[config.mk]
export PLATFORM = sky130hd
export DESIGN_NAME = program_sequencer
export DESIGN_NICKNAME = d
export VERILOG_FILES = /design/src/rtl/program_sequencer.sv
export SDC_FILE = /design/constraint.sdc
export NUM_CORES = 1
export LEC_CHECK = 0
export ABC_CLOCK_PERIOD_IN_PS = 2850
export BUFFER_PORTS_ARGS = -buffer_cell sky130_fd_sc_hd__buf_2
export CORE_ASPECT_RATIO = 1.25
export CORE_MARGIN = 3
export CORE_UTILIZATION = 50
export DETAILED_ROUTE_END_ITERATION = 7
export PLACE_DENSITY = 0.86
export SKIP_LAST_GASP = 1
export SYNTH_ARGS = -nofsm -noshare
export SYNTH_HDL_FRONTEND = slang
export SYNTH_SLANG_ARGS = --single-unit
[constraint.sdc]
create_clock -name clk -period 2.85 [get_ports clk]
set_clock_uncertainty 0.2 [all_clocks]
set_input_delay 0.1425 -clock clk [delete_from_list [all_inputs] [get_ports clk]]
set_output_delay 0.1425 -clock clk [all_outputs]
set_load 0.01 [all_outputs]
[src/rtl/program_sequencer.sv]
// Fetch/sequence controller: owns the PC, resolves JMP/ATC and NOPs locally and
// offers all other ROM words to the execute unit over a valid/ready handshake.
module program_sequencer #(
    parameter logic [3:0] OP_JMP   = 4'h0,
    parameter logic [3:0] OP_ATC   = 4'h0,
    parameter logic [7:0] RESET_PC = 8'd0,
    parameter bit         SKIP_NOP = 1'b1
) (
    input  logic        clk,
    input  logic        nreset,
    input  logic        run,
    input  logic        step,
    output logic [7:0]  rom_addr,
    input  logic [34:0] rom_data,
    output logic [34:0] ir,
    output logic        ir_valid,
    input  logic        ir_ready,
    input  logic        ex_busy,
    input  logic [7:0]  flags,
    output logic [7:0]  flag_clr,
    output logic [7:0]  pc,
    output logic        jump_taken,
    output logic        halted
);

    typedef enum logic [1:0] {ST_HALT, ST_FETCH, ST_ISSUE, ST_DRAIN} state_t;

    state_t      state_reg, state_next;
    logic [7:0]  pc_reg, pc_next;
    logic [34:0] ir_reg, ir_next;
    logic        ir_valid_reg, ir_valid_next;
    logic        single_reg, single_next;
    logic [2:0]  atc_bit_reg, atc_bit_next;
    logic [7:0]  atc_target_reg, atc_target_next;
    logic        atc_fire;

    logic [3:0]  op;
    logic [2:0]  cond_bit;
    logic [7:0]  target;
    logic        boundary_fetch;

    assign op       = rom_data[34:31];
    assign cond_bit = rom_data[30:28];
    assign target   = rom_data[7:0];

    // Where to go once the current instruction is finished.
    assign boundary_fetch = run & ~single_reg;

    always_ff @(posedge clk or negedge nreset) begin
        if (!nreset) begin
            state_reg      <= ST_HALT;
            pc_reg         <= RESET_PC;
            ir_reg         <= '0;
            ir_valid_reg   <= 1'b0;
            single_reg     <= 1'b0;
            atc_bit_reg    <= '0;
            atc_target_reg <= '0;
        end else begin
            state_reg      <= state_next;
            pc_reg         <= pc_next;
            ir_reg         <= ir_next;
            ir_valid_reg   <= ir_valid_next;
            single_reg     <= single_next;
            atc_bit_reg    <= atc_bit_next;
            atc_target_reg <= atc_target_next;
        end
    end

    always_comb begin
        state_next      = state_reg;
        pc_next         = pc_reg;
        ir_next         = ir_reg;
        ir_valid_next   = ir_valid_reg;
        single_next     = single_reg;
        atc_bit_next    = atc_bit_reg;
        atc_target_next = atc_target_reg;
        jump_taken      = 1'b0;
        atc_fire        = 1'b0;

        case (state_reg)
            ST_HALT: begin
                if (run) begin
                    state_next  = ST_FETCH;
                    single_next = 1'b0;
                end else if (step) begin
                    state_next  = ST_FETCH;
                    single_next = 1'b1;
                end
            end
            ST_FETCH: begin
                // JMP wins over ATC when both opcodes are configured identically.
                if (op == OP_JMP) begin
                    pc_next     = target;
                    jump_taken  = 1'b1;
                    state_next  = boundary_fetch ? ST_FETCH : ST_HALT;
                    single_next = 1'b0;
                end else if (op == OP_ATC) begin
                    atc_bit_next    = cond_bit;
                    atc_target_next = target;
                    state_next      = ST_DRAIN;
                end else if (SKIP_NOP && rom_data == '0) begin
                    pc_next     = pc_reg + 8'd1;
                    state_next  = boundary_fetch ? ST_FETCH : ST_HALT;
                    single_next = 1'b0;
                end else begin
                    ir_next       = rom_data;
                    ir_valid_next = 1'b1;
                    pc_next       = pc_reg + 8'd1;
                    state_next    = ST_ISSUE;
                end
            end
            ST_ISSUE: begin
                if (ir_ready) begin
                    ir_valid_next = 1'b0;
                    state_next    = boundary_fetch ? ST_FETCH : ST_HALT;
                    single_next   = 1'b0;
                end
            end
            ST_DRAIN: begin
                // Flags are only trustworthy once execute has gone idle.
                if (!ex_busy) begin
                    if (flags[atc_bit_reg]) begin
                        atc_fire   = 1'b1;
                        jump_taken = 1'b1;
                        pc_next    = atc_target_reg;
                    end else begin
                        pc_next = pc_reg + 8'd1;
                    end
                    state_next  = boundary_fetch ? ST_FETCH : ST_HALT;
                    single_next = 1'b0;
                end
            end
            default: state_next = ST_HALT;
        endcase
    end

    generate
        for (genvar gi = 0; gi < 8; gi++) begin : g_flag_clr
            assign flag_clr[gi] = atc_fire && (atc_bit_reg == 3'(gi));
        end
    endgenerate

    assign rom_addr = pc_reg;
    assign pc       = pc_reg;
    assign ir       = ir_reg;
    assign ir_valid = ir_valid_reg;
    assign halted   = (state_reg == ST_HALT);

endmodule

* Word level (Yosys, flattened, before mapping)
Index checks and enable logic that the tools add are counted.
** Cells by class
- $add $sub $neg :: 1
- Equal/unequal tests :: 9
- Multiplexer cells :: 27
- Bitwise gates (word level) :: 4
- Reductions and logical operators :: 10
** Operators with widths (number)
- $logic_not A35 Y1 :: 1
- $mux W8 :: 3
- $pmux W8 S2 :: 1
- $mux W1 :: 13
- $mux W2 :: 6
- $add A8 B1 Y8 const B :: 1
- $ne A2 B2 Y1 const B :: 4
- $pmux W2 S4 :: 1
- $reduce_and A4 Y1 :: 2
- $ne A3 B3 Y1 const B :: 2
- $reduce_and A3 Y1 :: 2
- $eq A2 B2 Y1 const B :: 2
- $logic_not A4 Y1 :: 1
- $pmux W1 S2 :: 2
- $pmux W1 S4 :: 1
- $reduce_bool A2 Y1 :: 2
- $not A1 Y1 :: 3
- $eq A2 B1 Y1 const B :: 1
- $logic_not A2 Y1 :: 1
- $reduce_and A2 Y1 :: 1
- $and A1 B1 Y1 :: 1
** Storage, ports and cells
- Flip-flop bits (word level) :: 47
- Output and inout port bits :: 62
- Logic and storage cells :: 56

* Logic depth before layout (Yosys ltp)
Gate-level depths: netlist of the first run.
- Depth after elaboration :: 6
- Gate-level depth with buffers :: 5
- Depth with buffers taken out :: 5

* Worst setup path after synthesis of the first run
No wires, ideal clock.
- Kind :: register -> register
- Start point :: reg state_reg[1]
- End point :: reg ir_reg[0], in the netlist ir[0]
- Data arrival time :: 1.302 ns
- Required time :: 2.525 ns
- Slack :: 1.223 ns
- Cell stages (with the launch flop) :: 5
- Period minus slack after synthesis :: 1.627 ns
- Cell sequence :: dfrtp_1 nand2b_1 nor2_4 buf_6 mux2_4
** On the way
- Cells in the longest elaborated chain, start to end :: 2
** RTL lines
- from (decl) :: line 28 : state_t state_reg, state_next;
- from (signal assigned) :: line 59 : state_reg <= state_next;
- $eq A2 B1 Y1 :: line 80 : case (state_reg)
- $reduce_and A3 Y1 (no line)
- to (signal assigned) :: line 61 : ir_reg <= ir_next;
- to (decl) :: line 30 : logic [34:0] ir_reg, ir_next;
Every way passes these cells.
A chain may end at the register's enable or synchronous reset.

* Final worst setup path of the first run
- Start point :: in rom_data[31]
- End point :: out jump_taken
** On the way
- Cells in the longest elaborated chain, start to end :: 3
** RTL lines
- from (decl) :: line 14 : input logic [34:0] rom_data,
- $logic_not A4 Y1 :: line 92 : if (op == OP_JMP) begin
- $mux W1 :: line 92
- $pmux W1 S2 :: line 80
- to (decl) :: line 22 : output logic jump_taken,
Every way passes these cells.

==> impl_metrics.csv, run 1 <==
group,metric,value,unit
finish,num_antenna_cells,0,
route,ant_nets,0,
finish,fin_nets,353,
worst_hold_path,worstHoldPathType,"in -> reg",
worst_setup_path,arrival,1.71,ns
worst_setup_path,path_max_fanout,3,
clock_network,cts_resized,0,
status,status,"completed",
finish,synthToLayoutAreaGrowth,39.6,%
floorplan,die_area,0.00549,sq mm
timing,finalWorstSetupSlack,0.802,ns
floorplan,die_y,82.1,microns
timing,fin_setup_tns,0,ns
logic_synthesis,syn_inst,176,
worst_setup_path,worst_setup_path_end_kind,"output pin",
floorplan,ios,111,
clock_network,holdBufCountCts,38,
timing,max_freq,0.488,GHz
finish,final_layout_size_suffix_gt1_share,48.4,%
clock_network,cts_made_buffers,5,
power,power_density,1050,mW/mm^2
logic_synthesis,yosys_register_bits,47,
finish,register_area,0.00118,sq mm
job,cap_violations,0,
clock_network,clk_latency,0.30,ns
logic_synthesis,netlist_area,0.00231,sq mm
timing,slew-limit-headroom,31.3,%
grt,gr-total-overflow,0,
route,vias,1816,
timing,slew_violations,0,
finish,most-common-layout-cells,"96 x buf_2, 47 x dfrtp_1, 38 x dlygate4sd3_1, 30 x mux2_4, 11 x nor2_1",
logic_synthesis,syn_area_per_cell,13.2,sq um
clock_network,numClockSinks,47,
route,met3WireLength,367,microns
logic_synthesis,synth_cell_types,35,
finish,layout_commonest_cell,"buf_2",
power,p_leak,1.58,nW
grt,grt_use_total,20.6,%
route,dr_wl_met2,2800,microns
worst_setup_path,startpoint_type,"primary input",
route,highest_layer,"met4",
route,drt-met1-wl,2190,microns
route,wire_per_inst,15.0,microns
route,firstDrtPassIters,4,
clock_network,cts_max_path_buffers,2,
worst_setup_path,path_class,"in -> out",
clock_network,cts_setup_buffers,0,
route,vias_per_cell,5.02,
logic_synthesis,ys_warn_count,0,
placement,place.gp.congestion,0.739,
finish,largest_reg_flops,35,
floorplan,die_x,66.9,microns
grt,grt_antenna_before_repair,0,
timing,period_share,71.9,%
placement,pre_cts_ws,0.863,ns
placement,io_buffers,96,
power,vdd_drop_max,0.527,mV
finish,multi_input_area,983,sq um
route,drtIter0Drc,126,
grt,grt_pass1_wl,8490,microns
route,routed_wl,5440,microns
placement,dp_hpwl,3440,microns
grt,grt_max_degree,48,
clock_network,clk_pin_slew,0.09,ns
logic_synthesis,ys_seq_area_share,50.8,%
route,route.detailed.drc,0,
grt,first_global_vias,1755,
timing,hold_viol,0,
floorplan,start_util,52.3,%
floorplan,rows,27,
floorplan,core,0.00443,sq mm
clock_network,cts_tree,"built",
timing,fin_crit,2.05,ns
clock_network,cts_root_buffer,"clkbuf_8",
logic_synthesis,synth.area.top_cells,"dfrtp_1 51%, mux2_4 19%, buf_4 5.2%",
logic_synthesis,netlist.area_leader.share,50.8,%
worst_setup_path,cp.required,2.51,ns
timing,rsz0062_at_grt,"false",
logic_synthesis,synth_top_cell_by_area,"dfrtp_1",
clock_network,htree_num_levels,2,
timing,tightest_slew,1.03,ns
finish,filler_cell_count,316,
timing,setup_viol,0,
==> Yosys cell counts (all sizes together) <==
library cell  count
dfrtp            47
mux2             35
buf              21
nor2             12
o21ai             8
a22oi             6
nand2             6
a21oi             4
nand3             4
inv               3
nor3              3
o22ai             3
o2bb2ai           3
a21bo             2
a21boi            2
a32oi             2
and3              2
mux2i             2
nand2b            2
a221o             1
clkbuf            1
conb              1
ha                1
nor3b             1
nor4              1
o31a              1
o32a              1
or4               1
==> area by class of cell <==
class,count,share of cell area (%)
tap,58,2.25
timing repair buffer,136,27.1
multi-input combinational,110,30.4
inverter,3,0.348
sequential,47,36.4
clock buffer,5,2.13
clock inverter,3,1.36
==> cell families after synthesis <==
kind of cell	share of synthesized area (%)
adders and majority gates	0.540
other	0.162
AOI/OAI and AO/OA	10.5
buffers and inverters	7.68
and+or+nand+nor	7.57
DFF	50.8
muxes	22.8
==> metrics by stage <==
step / power, mW / hold WS [ns] / cells / util [%] / area, sq um
final: 3.40 / 0.0519 / 362 / 73.0 / 3230
after global routing: 3.63 / 0.0756 / 362 / 73.0 / 3230
after CTS: 3.42 / 0.0383 / 362 / 73.0 / 3230
after detailed placement: 2.87 / 0.177 / 316 / 61.9 / 2740
after global placement: 2.82 / 0.167 / 316 / 61.9 / 2740
after floorplan: 2.41 / -0.353 / 182 / - / 2340
==> routing by layer <==
layer / track usage (%) / vias up
li1: - / 860
met2: 34.8 / 75
met5: 0 / -
met4: 7.30 / 0
met1: 25.4 / 872
met3: 5.20 / 9
==> where the power goes <==
group          internal, mW  switching [mW]
clock network         0.261           0.228
registers              1.00           0.273
logic                 0.905           0.729
total                  2.17            1.23
==> critical path, stage by stage <==
cell and delay, ns:
dlygate4sd3_1 0.53, buf_2 0.15, or4_4 0.57, o22ai_1 0.15
buf_2 0.16
==> path summary, 6_finish.rpt <==
| kind | depth (start not counted) | endpoint | slack [ns] | from |
|---|---|---|---|---|
| max | 5 | jump_taken | 0.80 | rom_data[31] |
| min | 3 | state_reg[0] | 0.05 | run |
| max reg2reg | 4 | ir[23] | 0.83 | state_reg[1] |
| min reg2reg | 1 | ir[20] | 0.31 | ir[20] |
| max in group asynchronous | 2 | ir[25] | 1.45 | nreset |
| min in group asynchronous | 2 | pc[2] | 0.35 | nreset |
Power figures use the tool's default switching activity.
==> inputs of run 2 (changes only) <==
- ABC_AREA: default -> 1
- ABC_CLOCK_PERIOD_IN_PS: 2850 -> 1850
- CORE_UTILIZATION: 50 -> 42
- PLACE_DENSITY: 0.86 -> 0.76
- clock period: 2.85 -> 1.85 ns (I/O delays scaled with it)
==> run 2 against run 1 <==
Effect of this change: worst setup slack worse by 0.69 ns; final area increased by 3.1%; non-clock buffer count rose by 6; highest routed layer unchanged; sequential share of layout area is 1.1 points lower; final cell count grew 36%; clock power increased by 24%; area after synthesis rose by 2.5%; register-to-register slack got worse by 0.51 ns; largest cell class unchanged.
==> impl_metrics.csv, run 2 <==
group,metric,value,unit
status,status,"completed",
logic_synthesis,netlist.area_leader.share,49.6,%
clock_network,numClockSinks,47,
finish,filler_cell_count,469,
worst_setup_path,crit_family,"buffers and inverters",
route,wire_per_inst,11.9,microns
worst_setup_path,startpoint_type,"primary input",
worst_setup_path,r2r_slack,0.32,ns
finish,synthToLayoutAreaGrowth,40.4,%
timing,rsz0062_at_grt,"false",
finish,largest_reg_flops,35,
logic_synthesis,synth-simple-area-share,23.6,%
grt,gr-total-overflow,0,
worst_setup_path,cpMaxStageDelayCell,"dlygate4sd3_1",
clock_network,cts_setup_buffers,0,
worst_setup_path,rr_worst_depth,8,
finish,layout_commonest_cell,"buf_2",
route,ant_nets,0,
route,vias,2259,
worst_setup_path,cp_num_buf_inv,3,
floorplan,die_area,0.00660,sq mm
logic_synthesis,synth_cell_types,27,
finish,final_layout_size_suffix_gt1_share,28.0,%
worst_hold_path,min_from,"flags[0]",
timing,fin_crit,1.74,ns
power,power_density,1460,mW/mm^2
logic_synthesis,synth_top_family_by_area,"simple AND/OR/NAND/NOR gates",
finish,num_antenna_cells,0,
logic_synthesis,synth_common_cells,"80 x nand2_1, 49 x inv_1, 47 x dfrtp_1",
timing,period_share,93.8,%
route,route.detailed.drc,0,
logic_synthesis,synth-xor-area-share,0.369,%
power,fin_total_pwr,4.85,mW
job,cap_violations,0,
worst_setup_path,cp_common_cell,"buf_2",
floorplan,die_x,73.2,microns
worst_setup_path,path_max_fanout,9,
placement,pre_cts_ws,0.339,ns
floorplan,core,0.00544,sq mm
floorplan,rows,30,
power,p_sw,2.05,mW
placement,dp_cells,446,
power,p_seq_share,38.9,%
grt,gr-usage-met2,33.1,%
logic_synthesis,synth_most_common_cell,"nand2_1",
logic_synthesis,synth-compound-area-share,10.3,%
worst_setup_path,cp-startpoint,"rom_data[33]",
clock_network,cts_root_buffer,"clkbuf_8",
floorplan,die_y,90.1,microns
floorplan,start_util,43.6,%
route,firstDrtPassIters,4,
finish,most-common-layout-cells,"96 x buf_2, 80 x nand2_1, 49 x inv_1, 47 x dfrtp_1, 40 x dlygate4sd3_1",
logic_synthesis,synth_edf_count,0,
worst_setup_path,worst_setup_path_end_kind,"output pin",
route,drtIter0Drc,102,
power,p_int,2.80,mW
logic_synthesis,synth_ff_type,"dfrtp_1",
clock_network,cts_tree,"built",
power,p_leak,1.91,nW
clock_network,cts_max_path_buffers,2,
timing,setup_viol,0,
worst_setup_path,path_class,"in -> out",
route,vias_per_cell,4.58,
logic_synthesis,synthAdderAreaFrac,0.527,%
grt,first_global_vias,2154,
worst_hold_path,worstHoldPathType,"in -> reg",
power,p_clk_share,12.6,%
floorplan,ios,111,
grt,met3_usage,3.80,%
power,p_comb_share,48.6,%
logic_synthesis,synth.area.top_cells,"dfrtp_1 50%, nand2_1 13%, inv_1 7.7%",
power,swShare,42.3,%
clock_network,htree_num_levels,2,
logic_synthesis,ys_seq_area_share,49.6,%
clock_network,cts_made_buffers,5,
logic_synthesis,async_flop_share,100,%
timing,hold_viol,0,
finish,post-route-util,61.2,%
timing,max_freq,0.576,GHz
placement,place.gp.congestion,0.794,
grt,grt_use_total,18.2,%
worst_setup_path,arrival,1.44,ns
logic_synthesis,synth_top_cell_by_area,"dfrtp_1",
route,routed_wl,5860,microns
timing,slew_violations,0,
grt,grt_antenna_before_repair,0,
placement,dpl_cell_area,0.00284,sq mm
grt,grt_max_degree,35,
worst_setup_path,path_depth,6,
power,vdd_drop_max,0.573,mV
worst_setup_path,cp.required,1.56,ns
grt,busiest_layer,"met2",
placement,io_buffers,96,
logic_synthesis,synth_mux_area_share,0,%
logic_synthesis,syn_inst,298,
finish,design_area,0.00333,sq mm
timing,hold_ws,0.0247,ns
timing,fin_setup_tns,0,ns
logic_synthesis,syn_area_per_cell,7.96,sq um
timing,finalWorstSetupSlack,0.114,ns
finish,final_cells,493,
worst_setup_path,cp_slowest_stage_delay,0.54,ns
grt,globalRouteMet1Util,20.9,%
worst_setup_path,r2r_start,"pc[0]",
placement,dp_hpwl,4020,microns
logic_synthesis,netlist_area,0.00237,sq mm
worst_setup_path,reg2reg_to,"pc[4]",
clock_network,clk_pin_slew,0.08,ns
clock_network,clk_latency,0.29,ns
worst_setup_path,crit_chain,"dlygate4sd3_1 -> buf_2 -> nor2_2 -> nand2_4 -> o22ai_1 -> buf_2",
grt,grt_pass1_wl,9600,microns
logic_synthesis,yosys_register_bits,47,
worst_setup_path,crit_path_end,"jump_taken",
finish,fin_nets,479,
logic_synthesis,ys_warn_count,0,
-- run 2: timing repair --
item | in CTS | in global routing
hold buffers | 40 | 0
hold endpoints to repair | 93 | 0
setup endpoints to repair | 0 | 1
resized for setup | 0 | 1
-- run 2: kinds of logic after synthesis --
kind of cell / Yosys count
flops: 47
xor+xnor: 1
other cells: 1
compound gates: 44
fa+ha+maj: 1
simple gates: 129
buf+inv: 75
-- run 2: layout make-up --
cell class | instances | area, sq um | area share [%]
repair buffers | 142 | 938 | 28.2
inverters | 51 | 191 | 5.75
flip-flops and latches | 47 | 1180 | 35.3
multi-input cells | 182 | 858 | 25.8
well taps | 64 | 80.1 | 2.40
clock buffers | 6 | 82.6 | 2.48
clock inverters | 1 | 5.00 | 0.150
-- run 2: worst min-delay path by stage --
| stage | end | depth (start not counted) | slack, ns |
|---|---|---|---|
| 2_1_floorplan | ir[0] | 0 | -0.40 |
| 3_3_place_gp | ir[18] | 1 | -0.17 |
| 3_5_place_dp | ir[17] | 1 | -0.16 |
| 4_1_cts | pc[4] | 6 | 0.02 |
| 5_1_grt | pc[3] | 6 | 0.04 |
| 6_report | pc[3] | 6 | 0.02 |
-- run 2: metal layers --
metal / vias to the layer above / part of all wire [%]
li1: 1158 / -
met2: 76 / 49
met3: 5 / 7.3
met1: 1020 / 42
met5: - / 0
met4: 0 / 0.97
-- run 2: power groups by stage --
stage               Sequential [mW]  Clock [mW]  Combinational (mW)
floorplan                      2.07           0                1.35
global placement               1.87           0                2.24
detailed placement             1.90           0                2.29
CTS                            1.88       0.640                2.36
global route                   1.96       0.679                2.67
finish                         1.89       0.610                2.36
-- run 2: tightest hold or removal path: cells and delay by family --
kind	cells	cell delay (ns)
buf+inv	1	0.11
simple gates	5	0.28
